## config.mk

```make
export PLATFORM = sky130hd
export DESIGN_NAME = sdcard_loader
export DESIGN_NICKNAME = d
export VERILOG_FILES = /design/src/rtl/sdcard_loader_pkg.sv /design/src/rtl/sdcard_loader.sv
export SDC_FILE = /design/constraint.sdc
export NUM_CORES = 1
export LEC_CHECK = 0
export CAP_MARGIN = 30
export CORE_UTILIZATION = 25
export DETAILED_ROUTE_END_ITERATION = 12
export PLACE_DENSITY_LB_ADDON = 0.1
export SKIP_CTS_REPAIR_TIMING = 1
export SLEW_MARGIN = 10
export SYNTH_ARGS = -nofsm -noshare
export SYNTH_HDL_FRONTEND = slang
export SYNTH_SLANG_ARGS = --single-unit
```

## constraint.sdc

```tcl
create_clock -name clk -period 4.1 [get_ports clk]
set_clock_uncertainty 0.15 [all_clocks]
set_input_delay 0.82 -clock clk [delete_from_list [all_inputs] [get_ports clk]]
set_output_delay 0.82 -clock clk [all_outputs]
set_load 0.01 [all_outputs]
```

## src/rtl/sdcard_loader_pkg.sv

```systemverilog
// Shared definitions for the SD-card-to-RAM sector loader.
//   state_t        : loader FSM states
//   sd_cmd_t       : command codes presented to the sdcard block
//   SectorBytes    : bytes per SD sector
//   sector_consumed: true once a whole sector has been pulled from the card
package sdcard_loader_pkg;

  typedef enum logic [3:0] {
    StIdle,
    StIssueRead,
    StWaitBusyHigh,
    StWaitBusyLow,
    StFetch,
    StWrite,
    StNextSector,
    StDone,
    StError
  } state_t;

  typedef enum logic [1:0] {
    SdIdle    = 2'd0,
    SdRead    = 2'd1,
    SdAdvance = 2'd2
  } sd_cmd_t;

  localparam int SectorBytes = 512;

  // The byte counter is 10 bits so that 512 itself is representable.
  function automatic logic sector_consumed(input logic [9:0] cnt);
    return cnt == 10'(SectorBytes);
  endfunction

endpackage

```

## src/rtl/sdcard_loader.sv

```systemverilog
// Copies a run of SD sectors into RAM as little-endian 32-bit words.
// Ports:
//   clk, rst_n          : clock (rising edge), asynchronous active-low reset
//   start               : one-cycle request, honoured in Idle/Done/Error
//   start_sector        : first SD sector number
//   sector_count        : number of sectors to copy (0 completes immediately)
//   dest_addr           : byte address of first RAM word (bits 1:0 dropped)
//   busy, done, error   : transfer status
//   sd_command          : 0 idle, 1 read sector, 2 advance byte
//   sd_sector_address   : sector for a read command
//   sd_data_out         : current byte from the card buffer
//   sd_busy             : card busy (init or sector read)
//   ram_addr, ram_wdata : word-aligned write address and data
//   ram_we, ram_ready   : write request, accepted when both high
module sdcard_loader
  import sdcard_loader_pkg::*;
#(
  parameter int unsigned TimeoutCycles = 25_000_000,
  parameter bit          Simulate      = 1'b0
) (
  input  logic        clk,
  input  logic        rst_n,
  input  logic        start,
  input  logic [31:0] start_sector,
  input  logic [15:0] sector_count,
  input  logic [31:0] dest_addr,
  output logic        busy,
  output logic        done,
  output logic        error,
  output logic [1:0]  sd_command,
  output logic [31:0] sd_sector_address,
  input  logic [7:0]  sd_data_out,
  input  logic        sd_busy,
  output logic [31:0] ram_addr,
  output logic [31:0] ram_wdata,
  output logic        ram_we,
  input  logic        ram_ready
);

  localparam int unsigned EffTimeout  = Simulate ? 32'd1000 : TimeoutCycles;
  // Last permissible wait-cycle index; reaching it ends the wait in Error.
  localparam logic [31:0] TimeoutLast = 32'(EffTimeout - 1);

  state_t      r_state;
  state_t      w_next;
  logic [31:0] r_sector;
  logic [15:0] r_remaining;
  logic [31:0] r_ram_addr;
  logic [31:0] r_wdata;
  logic [9:0]  r_byte_cnt;
  logic [31:0] r_timer;
  logic        w_timeout;
  logic        w_accept;

  assign w_timeout = (r_timer >= TimeoutLast);
  assign w_accept  = start && ((r_state == StIdle) || (r_state == StDone) ||
                               (r_state == StError));

  // State and datapath registers
  always_ff @(posedge clk or negedge rst_n) begin
    if (!rst_n) begin
      r_state     <= StIdle;
      r_sector    <= '0;
      r_remaining <= '0;
      r_ram_addr  <= '0;
      r_wdata     <= '0;
      r_byte_cnt  <= '0;
      r_timer     <= '0;
    end else begin
      r_state <= w_next;
      case (r_state)
        StIdle, StDone, StError: begin
          if (w_accept && (sector_count != 16'd0)) begin
            r_sector    <= start_sector;
            r_remaining <= sector_count;
            r_ram_addr  <= {dest_addr[31:2], 2'b00};
            r_byte_cnt  <= '0;
            r_timer     <= '0;
          end
        end
        StIssueRead: begin
          if (!sd_busy) r_timer <= '0;
        end
        StWaitBusyHigh: begin
          r_timer <= r_timer + 32'd1;
        end
        StWaitBusyLow: begin
          r_timer <= r_timer + 32'd1;
          if (!sd_busy) r_byte_cnt <= '0;
        end
        StFetch: begin
          r_wdata[{r_byte_cnt[1:0], 3'b000} +: 8] <= sd_data_out;
          r_byte_cnt <= r_byte_cnt + 10'd1;
        end
        StWrite: begin
          if (ram_ready) r_ram_addr <= r_ram_addr + 32'd4;
        end
        StNextSector: begin
          r_sector    <= r_sector + 32'd1;
          r_remaining <= r_remaining - 16'd1;
        end
        default: ;
      endcase
    end
  end

  // Next-state logic
  always_comb begin
    w_next = r_state;
    case (r_state)
      StIdle, StDone, StError: begin
        if (w_accept) w_next = (sector_count == 16'd0) ? StDone : StIssueRead;
      end
      StIssueRead: begin
        if (!sd_busy) w_next = StWaitBusyHigh;
      end
      StWaitBusyHigh: begin
        if (w_timeout)    w_next = StError;
        else if (sd_busy) w_next = StWaitBusyLow;
      end
      StWaitBusyLow: begin
        // A card that finishes on the last allowed cycle still wins.
        if (!sd_busy)       w_next = StFetch;
        else if (w_timeout) w_next = StError;
      end
      StFetch: begin
        if (r_byte_cnt[1:0] == 2'd3) w_next = StWrite;
      end
      StWrite: begin
        if (ram_ready) w_next = sector_consumed(r_byte_cnt) ? StNextSector : StFetch;
      end
      StNextSector: begin
        w_next = (r_remaining == 16'd1) ? StDone : StIssueRead;
      end
      default: w_next = StIdle;
    endcase
  end

  // Outputs decoded from state so reset clears them immediately
  always_comb begin
    sd_command = SdIdle;
    ram_we     = 1'b0;
    busy       = 1'b1;
    done       = 1'b0;
    error      = 1'b0;
    case (r_state)
      StIdle:      busy = 1'b0;
      StIssueRead: if (!sd_busy) sd_command = SdRead;
      StFetch:     sd_command = SdAdvance;
      StWrite:     ram_we = 1'b1;
      StDone: begin
        busy = 1'b0;
        done = 1'b1;
      end
      StError: begin
        busy  = 1'b0;
        error = 1'b1;
      end
      default: ;
    endcase
  end

  assign sd_sector_address = r_sector;
  assign ram_addr          = r_ram_addr;
  assign ram_wdata         = r_wdata;

endmodule

```

==> results.toml <==
[cells_and_area]
final_nets = 1308
instances_no_fill = 1672
fillers = 3585
design_area_um2 = 11900
syn_to_final_growth_pct = 35.1
drive_above_1_share = 0.0822
insertedDiodeCount = 0

[cts]
cts-buffers-inserted = 17
htree_levels = 4
cts_tree = "done"
clock_latency_ns = 0.45
cts.sinks = 156
root_buffer = "clkbuf_16"
cts_max_path_buffers = 2
clk_pin_slew_ns = 0.07

[die]
start_util = 0.255
dieHeight_um = 190
io_pins = 195
fp.dieArea_um2 = 36100
coreArea_um2 = 34600
num_rows = 68
die_w_um = 190

[timing]
final_max_slew_viol_count = 0
min_period_ns = 3.60
setup_viol = 0
hold_viol_final = 0
max-slew-margin-rel = 0.410
fin_tns_setup_ns = 0
grt_setup_unrepaired = "false"
tightest_slew_ns = 0.881
max_freq_ghz = 0.278
min_period_over_period = 0.878

[yosys]
synth-main-ff-cell = "dfrtp_1"
postSynthAreaPerCell_um2 = 8.64
synth_seq_area_share = 0.442
netlist_area_um2 = 8830
synth_top_area_cell = "dfrtp_1"
synth_area_leaders = "dfrtp_1 44%, nand2_1 6.3%, o21ai_0 4.6%, a21oi_1 4.4%, nor2_1 3.4%"
synthDistinctLibCells = 83
synth-edff-count = 0
synth_top_area_frac = 0.442
synth-async-reset-ratio = 1.00
ys_warn_count = 0
ys_ff_latch = 156
syn_inst = 1021

[critical_path]
crit_path_end_kind = "primary output"
rrSetupSlack_ns = 1.13
crit_chain = "buf_4 -> nor2b_1 -> nand3_1 -> inv_2 -> clkdlybuf4s50_1"
cpMaxStageDelayCell = "clkdlybuf4s50_1"
slowest_delay_ns = 0.63
crit_fanout = 15
crit_type = "flop to primary output"
worst_ep_arrival_time_ns = 2.63
path_buf_inv = 3
start_kind = "flop"
worstPathRequired_ns = 3.13
cp_top_family = "buffers and inverters"

[power_and_ir_drop]
p_int_uw = 4860
power.density_nw_per_um2 = 686
ir_drop_mv = 0.373
switching_share = 0.405
power.switching_uw = 3310
p_leak_uw = 0.00453
pwr-share-clk = 0.207
fin_total_pwr_uw = 8180
pwr-share-comb = 0.452
power_frac_seq = 0.341

[placement]
portBuffers = 190
dp_cells = 1637
dp_hpwl_um = 20400
gp_congestion = 0.766
place_area_um2 = 11300

[status]
status = "finished clean"

[detailed_routing]
top_layer = "met4"
firstDrtPassIters = 5
vias = 8508
drc = 0
wire_per_inst_um = 17.4
wl_um = 29100
first_iter_violations = 488
viasPerCell = 5.09
m1WireLength_um = 14300
ant_nets = 0
route.met2.wl_um = 13000
routed-wl-met3_um = 1480

[grt]
grt_max_degree = 90
gr-total-overflow = 0
grt_pass1_vias = 8354
grt_pass1_wl_um = 46700
antenna_found_initial = 0
grt_usage = 0.164

[hold_path]
hold_path_class = "primary input to async pin"

[flow_run]
maxCapViolations = 0
[metrics by stage]
stage | hold slack (ns) | setup WS (ns) | utilization
final | 0.157 | 0.502 | 0.344
after global routing | 0.178 | 0.354 | 0.344
after CTS | 0.170 | 0.441 | 0.344
after detailed placement | 0.323 | 0.366 | 0.326
after global placement | 0.312 | 0.405 | 0.326
after floorplan | 0.293 | 1.23 | -
[worst reg2reg max path, cell delays in order (launching register included)]
cell,delay [ns]
dfrtp_1,0.36
buf_4,0.19
nor2b_1,0.24
nand3_1,0.20
inv_1,0.22
buf_4,0.45
nand2_1,0.18
o21ai_2,0.28
buf_4,0.35
o2bb2a_1,0.24
[cell usage in the layout, fill, tap and decap left out, types with 4 or more instances in the layout]
master	n
o311ai_0	5
a31oi_1	12
nor3_1	21
and3_1	15
a311oi_1	10
inv_6	4
or4_1	14
a21oi_1	77
a22oi_1	6
o21ai_1	15
and4_1	6
clkbuf_16	17
nor2_1	80
a21oi_2	8
nor4_1	10
inv_1	19
and2_1	8
a22o_1	5
o2bb2a_1	5
nor2b_1	4
clkdlybuf4s50_1	189
nor3b_1	4
nand3_1	56
a2bb2oi_1	5
o211ai_1	13
o31ai_1	12
buf_12	4
or3_1	15
or2_2	4
a211oi_1	22
o22ai_1	16
nand3b_1	4
o41ai_1	4
ha_1	11
nand2b_1	5
dfrtp_1	156
nand4_1	26
o21ai_0	82
nand2_1	146
buf_4	19
[sequential cells by signal (all words and copies together) (netlist names)]
register,cells
r_timer,32
ram_wdata,32
sd_sector_address,32
r_byte_cnt,10
r_remaining,16
r_state,4
ram_addr,30
[cells by family (layout without fill, tap and decap cells)]
kind of cell | Yosys count | in the layout | synth area share
buffers and inverters | 74 | 269 | 0.0384
multiplexers | 3 | 3 | 0.00354
AND/OR/NAND/NOR | 438 | 438 | 0.247
flip-flops | 156 | 156 | 0.442
XOR/XNOR | 3 | 3 | 0.00298
other | 1 | 2 | 0.000425
AO/OA/AOI/OAI | 335 | 335 | 0.249
adder cells (fa/ha/maj) | 11 | 11 | 0.0156
[routing by layer]
metal	vias to the layer above	GRT usage
li1	4209	-
met3	20	0.0374
met1	4093	0.230
met2	186	0.253
met5	-	0
met4	0	0.0440
[path summary, 6_finish.rpt]
check,from,endpoint,cells after the start
worst max-delay path,r_state[3]$_DFFE_PN0P_,sd_command[1],5
worst min-delay path,rst_n,sd_sector_address[12]$_DFFE_PN0P_,1
worst max register to register,r_state[3]$_DFFE_PN0P_,ram_addr[24]$_DFFE_PN0P_,9
worst min register to register,ram_wdata[13]$_DFFE_PN0P_,ram_wdata[13]$_DFFE_PN0P_,2
max in group asynchronous,rst_n,r_timer[28]$_DFFE_PN0P_,2
min in group clk,ram_wdata[13]$_DFFE_PN0P_,ram_wdata[13]$_DFFE_PN0P_,2
[final cells by class]
cell class	count	area, um^2	area share
inverter	20	75.1	0.00630
multi-input combinational	792	4610	0.387
clock buffer	17	425	0.0357
clock inverter	15	188	0.0157
sequential	156	3900	0.327
tap	455	569	0.0478
timing repair buffer	217	2150	0.180
[cells in the mapped netlist, types with 8 or more instances]
master,n
nor3_1,22
o21ai_0,82
inv_1,19
o31ai_1,12
nand2_1,147
nand4_1,26
a21oi_1,77
a31oi_1,12
o22ai_1,16
o211ai_1,13
dfrtp_1,156
and2_1,8
nand3_1,56
a211oi_1,22
buf_2,13
o21ai_1,16
nor4_1,10
and3_1,15
a311oi_1,10
ha_1,11
nor2_1,80
or4_1,14
clkbuf_1,30
a21oi_2,8
or3_1,15
[power by group through the flow]
stage | Sequential [uW] | Clock, uW | Combinational, uW
5_1_grt | 2890 | 1810 | 4090
4_1_cts | 2780 | 1760 | 3730
3_3_place_gp | 2810 | 0 | 3690
2_1_floorplan | 2830 | 0 | 1880
3_5_place_dp | 2800 | 0 | 3710
6_report | 2790 | 1700 | 3690
(Power assumes the default switching activity.)
==> edit 1: new RTL, same flow settings <==
`TimeoutCycles`: 25_000_000 -> 12_500_000.
--- a/src/rtl/sdcard_loader.sv
+++ b/src/rtl/sdcard_loader.sv
@@ -15,7 +15,7 @@
 module sdcard_loader
   import sdcard_loader_pkg::*;
 #(
-  parameter int unsigned TimeoutCycles = 25_000_000,
+  parameter int unsigned TimeoutCycles = 12_500_000,
   parameter bit          Simulate      = 1'b0
 ) (
   input  logic        clk,
Formal check against the unedited RTL: no difference found for any inputs over 4 cycles, from zero or initial values and one cycle with rst_n low; that may be too few to reach the edited logic, so the function may still have changed.
==> edit 1 against the unedited design <==
  * Sequential cell count stayed put
  * First-iteration DRC count is 13% lower
  * Worst hold slack better by 11 ps
  * Combinational power is 5.4% lower
  * Total power is 2.3% lower
  * Worst setup slack better by 80 ps
  * Fmax is 2.3% higher
  * Synthesized area is 1.0% higher
  * Cell area hardly changed
  * Wire length is 0.83% higher
  * Synthesized cell count hardly changed
  * Highest routed layer unchanged
==> edit 1: results <==
metrics = {
    "run_status": {
        "outcome": "complete, no violations",
    },
    "placement": {
        "dp_cells": 1629,
        "gp_congestion": 0.774,
        "place_hpwl_um": 20400,
        "dp_slack_ps": 476,
        "io_buffers": 190,
    },
    "sta": {
        "final_hold_viol_count": 0,
        "worst_slew_pin_slew_ps": 991,
    },
    "cells_and_area": {
        "final_cells": 1664,
        "nFillCells": 3623,
        "drive_above_1_share": 0.0753,
        "final_nets": 1300,
    },
    "clock_tree": {
        "cts_buffer_depth": 2,
        "clock_latency_ps": 440,
    },
    "critical_path": {
        "crit_fanout": 6,
        "slowest_stage": "clkdlybuf4s50_1",
        "crit_arrival_ps": 2550,
    },
    "yosys": {
        "seq_area_frac_synth": 0.438,
        "yosysUniqueCellTypes": 89,
        "syn_area_per_cell_sq_um": 8.74,
        "async_flop_share": 1.00,
        "synth_common_cells": "nand2_1 (157), dfrtp_1 (156), a21oi_1 (81), o21ai_0 (77), nor2_1 (65)",
        "ys.flop_type": "dfrtp_1",
        "ys_top_cells_by_area": "dfrtp_1 (44%), nand2_1 (6.6%), a21oi_1 (4.5%), o21ai_0 (4.3%), nand3_1 (2.9%)",
    },
    "pwr": {
        "ir_drop_uv": 352,
        "clockPowerShare": 0.211,
        "pg_comb_w": 0.00349,
        "internal-power_w": 0.00479,
        "leakage_nw": 4.52,
    },
    "global_route": {
        "grt_pass1_wl_um": 46600,
        "grt_max_degree": 54,
        "grt_usage": 0.163,
        "grt_pass1_vias": 8238,
    },
    "drt": {
        "first_pass_iters": 4,
        "wl_per_cell_um": 17.6,
        "first_iter_violations": 423,
        "via_count": 8489,
    },
}
[edit 1: metal layers]
layer  wire [um]  vias up  global-route usage  part of all wire
li1            -     4195                   -                 -
met1       14300     4102               0.229              0.49
met2       13500      175               0.258              0.46
met3        1260       17              0.0289             0.043
met4         270        0              0.0388            0.0092
met5           0        -                   0                 0
[edit 1: cells by family (layout without fill, tap and decap cells)]
logic type      count (synthesis)  count (layout)  synth area share
compound gates                321             321             0.236
xor+xnor                        4               4           0.00393
fa+ha+maj                      11              11            0.0154
buf+inv                        75             262            0.0397
flops                         156             156             0.438
mux                             6               6           0.00716
other cells                     1               3          0.000421
simple gates                  446             446             0.259
[edit 1: area by class of cell]
type                       instances  area [sq um]  share of cell area
clock buffer                      22           474              0.0398
antenna                            1          2.50            0.000210
multi-input combinational        790          4670               0.392
clock inverter                     9           136              0.0114
sequential                       156          3900               0.328
tap                              455           569              0.0478
inverter                          16          62.6             0.00525
timing repair buffer             215          2100               0.176
[edit 1: worst reg2reg max path, stage by stage, from the launching register on]
cell and delay, ps:
dfrtp_1 740, nand4bb_1 220, inv_2 180, and2_1 440
a21o_1 600, o32ai_1 200, a211oi_1 240
[edit 1: through the flow]
step	area, sq um	total power (W)
2_1_floorplan	8920	0.00466
3_3_place_gp	11300	0.00633
3_5_place_dp	11300	0.00634
4_1_cts	11900	0.00808
5_1_grt	11900	0.00859
6_report	11900	0.00799
[edit 1: worst paths after layout]
check                      cells past startpoint           from  slack, ps                     to
max reg2reg                                    6     r_state[0]       1250           ram_addr[30]
max in group asynchronous                      2          rst_n       2750  sd_sector_address[24]
min                                            1          rst_n        170          ram_wdata[24]
min in group clk                               2  ram_wdata[15]        330          ram_wdata[15]
max                                            3        sd_busy        580          sd_command[0]
min reg2reg                                    2  ram_wdata[15]        330          ram_wdata[15]
==> edit 2: new RTL, same flow settings <==
Without the edit above. Make the reset (`rst_n`) synchronous in one clocked block. Comments in the files are not updated.
--- a/src/rtl/sdcard_loader.sv
+++ b/src/rtl/sdcard_loader.sv
@@ -57,7 +57,7 @@
                                (r_state == StError));
 
   // State and datapath registers
-  always_ff @(posedge clk or negedge rst_n) begin
+  always_ff @(posedge clk) begin
     if (!rst_n) begin
       r_state     <= StIdle;
       r_sector    <= '0;
Behaviour: differs if rst_n is asserted again (counterexample within 4 cycles, from zero or initial values and one cycle with rst_n low); with rst_n held inactive, the same outputs for 4 cycles.
==> edit 2 against the unedited design <==
  * Cell area shrank 5.3%
  * Synthesized area decreased by 5.5%
  * Worst setup slack gained 110 ps
  * Sequential cell count is the same
  * Core utilization increased by 0.11 points
  * Wire length down 2.0%
  * Total power down 26%
  * Largest cell class unchanged
==> edit 2: results <==
metrics = {
    "run_status": {
        "outcome": "complete, no violations",
    },
    "critical_path": {
        "rr_worst_depth": 8,
        "crit_fanout": 17,
        "critPathKind": "flip-flop to output pin",
        "reg2reg_slack_ps": 1140,
        "slowest_stage": "dfxtp_1",
        "critPathMaxStageDelay_ps": 660,
        "critPathTopFamily": "buffers and inverters",
        "rr_startpoint": "r_state[2]",
        "setup.worst_path.end": "sd_command[1]",
        "r2r-end": "r_byte_cnt[2]",
    },
    "global_route": {
        "antenna_found_initial": 3,
        "grt_max_degree": 49,
        "grt_usage": 0.166,
        "grt_pass1_vias": 8113,
        "grt_pass1_wl_um": 44600,
    },
    "yosys": {
        "ys.flop_type": "dfxtp_1",
        "yosysUniqueCellTypes": 80,
        "syn_area_per_cell_sq_um": 7.62,
        "synth_common_cells": "dfxtp_1 (156), nand2_1 (128), nor2_1 (124), a21oi_1 (111), nand3_1 (91)",
        "yosysTopAreaCellShare": 0.374,
        "yosys_warnings": 0,
        "ys_top_cells_by_area": "dfxtp_1 (37%), a21oi_1 (6.7%), nand2_1 (5.8%), nor2_1 (5.6%), nand3_1 (5.5%)",
        "seq_area_frac_synth": 0.374,
        "async_flop_share": 0,
    },
    "placement": {
        "dp_slack_ps": 406,
        "gp_congestion": 0.783,
        "place_hpwl_um": 19900,
        "dp_cells": 1679,
        "io_buffers": 190,
    },
    "drt": {
        "avgViaCountPerCell": 5.02,
        "wl_per_cell_um": 16.6,
        "first_iter_violations": 511,
        "wl_um": 28500,
        "first_pass_iters": 5,
        "drcViolationCount": 0,
    },
    "clock_tree": {
        "clk_pin_slew_ps": 70,
        "htree_levels": 4,
        "cts_buffer_depth": 2,
        "clockRootBuffer": "clkbuf_16",
        "cts_buffers": 17,
        "clock_latency_ps": 430,
    },
    "cells_and_area": {
        "final_nets": 1361,
        "drive_above_1_share": 0.0661,
    },
    "min_path": {
        "hp-class": "flip-flop to flip-flop",
    },
    "sta": {
        "finalCriticalPeriod_ps": 3490,
        "worst_slew_pin_slew_ps": 943,
    },
    "pwr": {
        "leakage_nw": 3.62,
        "ir_drop_uv": 346,
    },
}
==> edit 2: metrics by stage <==
step | cell area (sq um) | power, W | hold WS, ps
final | 11300 | 0.00602 | 303
after global routing | 11300 | 0.00641 | 325
after CTS | 11300 | 0.00609 | 306
after detailed placement | 10700 | 0.00434 | 297
after global placement | 10700 | 0.00434 | 291
after floorplan | 8340 | 0.00342 | 281
==> edit 2: worst reg2reg max path, cell delays in order (launching register included) <==
cell      delay (ps)
dfxtp_1          660
nand2b_1         200
or3_1            510
inv_1            160
buf_4            260
a21oi_1           90
a21oi_2          510
o211a_1          250
nor3_1            40
==> edit 2: worst min path at each step <==
stage	from	endpoint	slack, ps	cells after the start
2_1_floorplan	r_byte_cnt[9]	r_byte_cnt[9]	280	1
3_3_place_gp	ram_wdata[31]	ram_wdata[31]	290	2
3_5_place_dp	ram_wdata[12]	ram_wdata[12]	300	2
4_1_cts	ram_wdata[7]	ram_wdata[7]	310	2
5_1_grt	ram_wdata[20]	ram_wdata[20]	320	2
6_report	ram_wdata[7]	ram_wdata[7]	300	2
==> edit 2: layout make-up <==
cell class	instances	area, sq um
Tap cell	442	553
Inverter	13	50.0
Fill cell	3496	21400
Clock buffer	17	425
Clock inverter	15	203
Sequential cell	156	3120
Timing Repair Buffer	210	2070
Multi-Input combinational cell	859	4860
Antenna cell	3	7.51
==> edit 2: power by group <==
group / total (W) / switching [W] / internal [W]
Clock: 0.00172 / 0.000736 / 0.000985
Combinational: 0.00222 / 0.00125 / 0.000969
Sequential: 0.00208 / 0.000326 / 0.00175
Total: 0.00602 / 0.00231 / 0.00371
==> edit 2: kinds of logic (layout without fill, tap and decap cells) <==
group | after synthesis | in the layout | share of synthesized area
XOR/XNOR | 24 | 24 | 0.0252
flip-flops | 156 | 156 | 0.374
other | 1 | 5 | 0.000450
adder cells (fa/ha/maj) | 11 | 11 | 0.0165
AO/OA/AOI/OAI | 288 | 288 | 0.215
multiplexers | 4 | 4 | 0.00495
buffers and inverters | 81 | 255 | 0.0441
AND/OR/NAND/NOR | 530 | 530 | 0.319
==> edit 2: routing by layer <==
metal / vias to the layer above / GRT usage / wire [um]
met1: 4057 / 0.227 / 13900
met2: 176 / 0.262 / 12900
li1: 4352 / - / -
met3: 25 / 0.0322 / 1290
met5: - / 0 / 0
met4: 0 / 0.0506 / 452
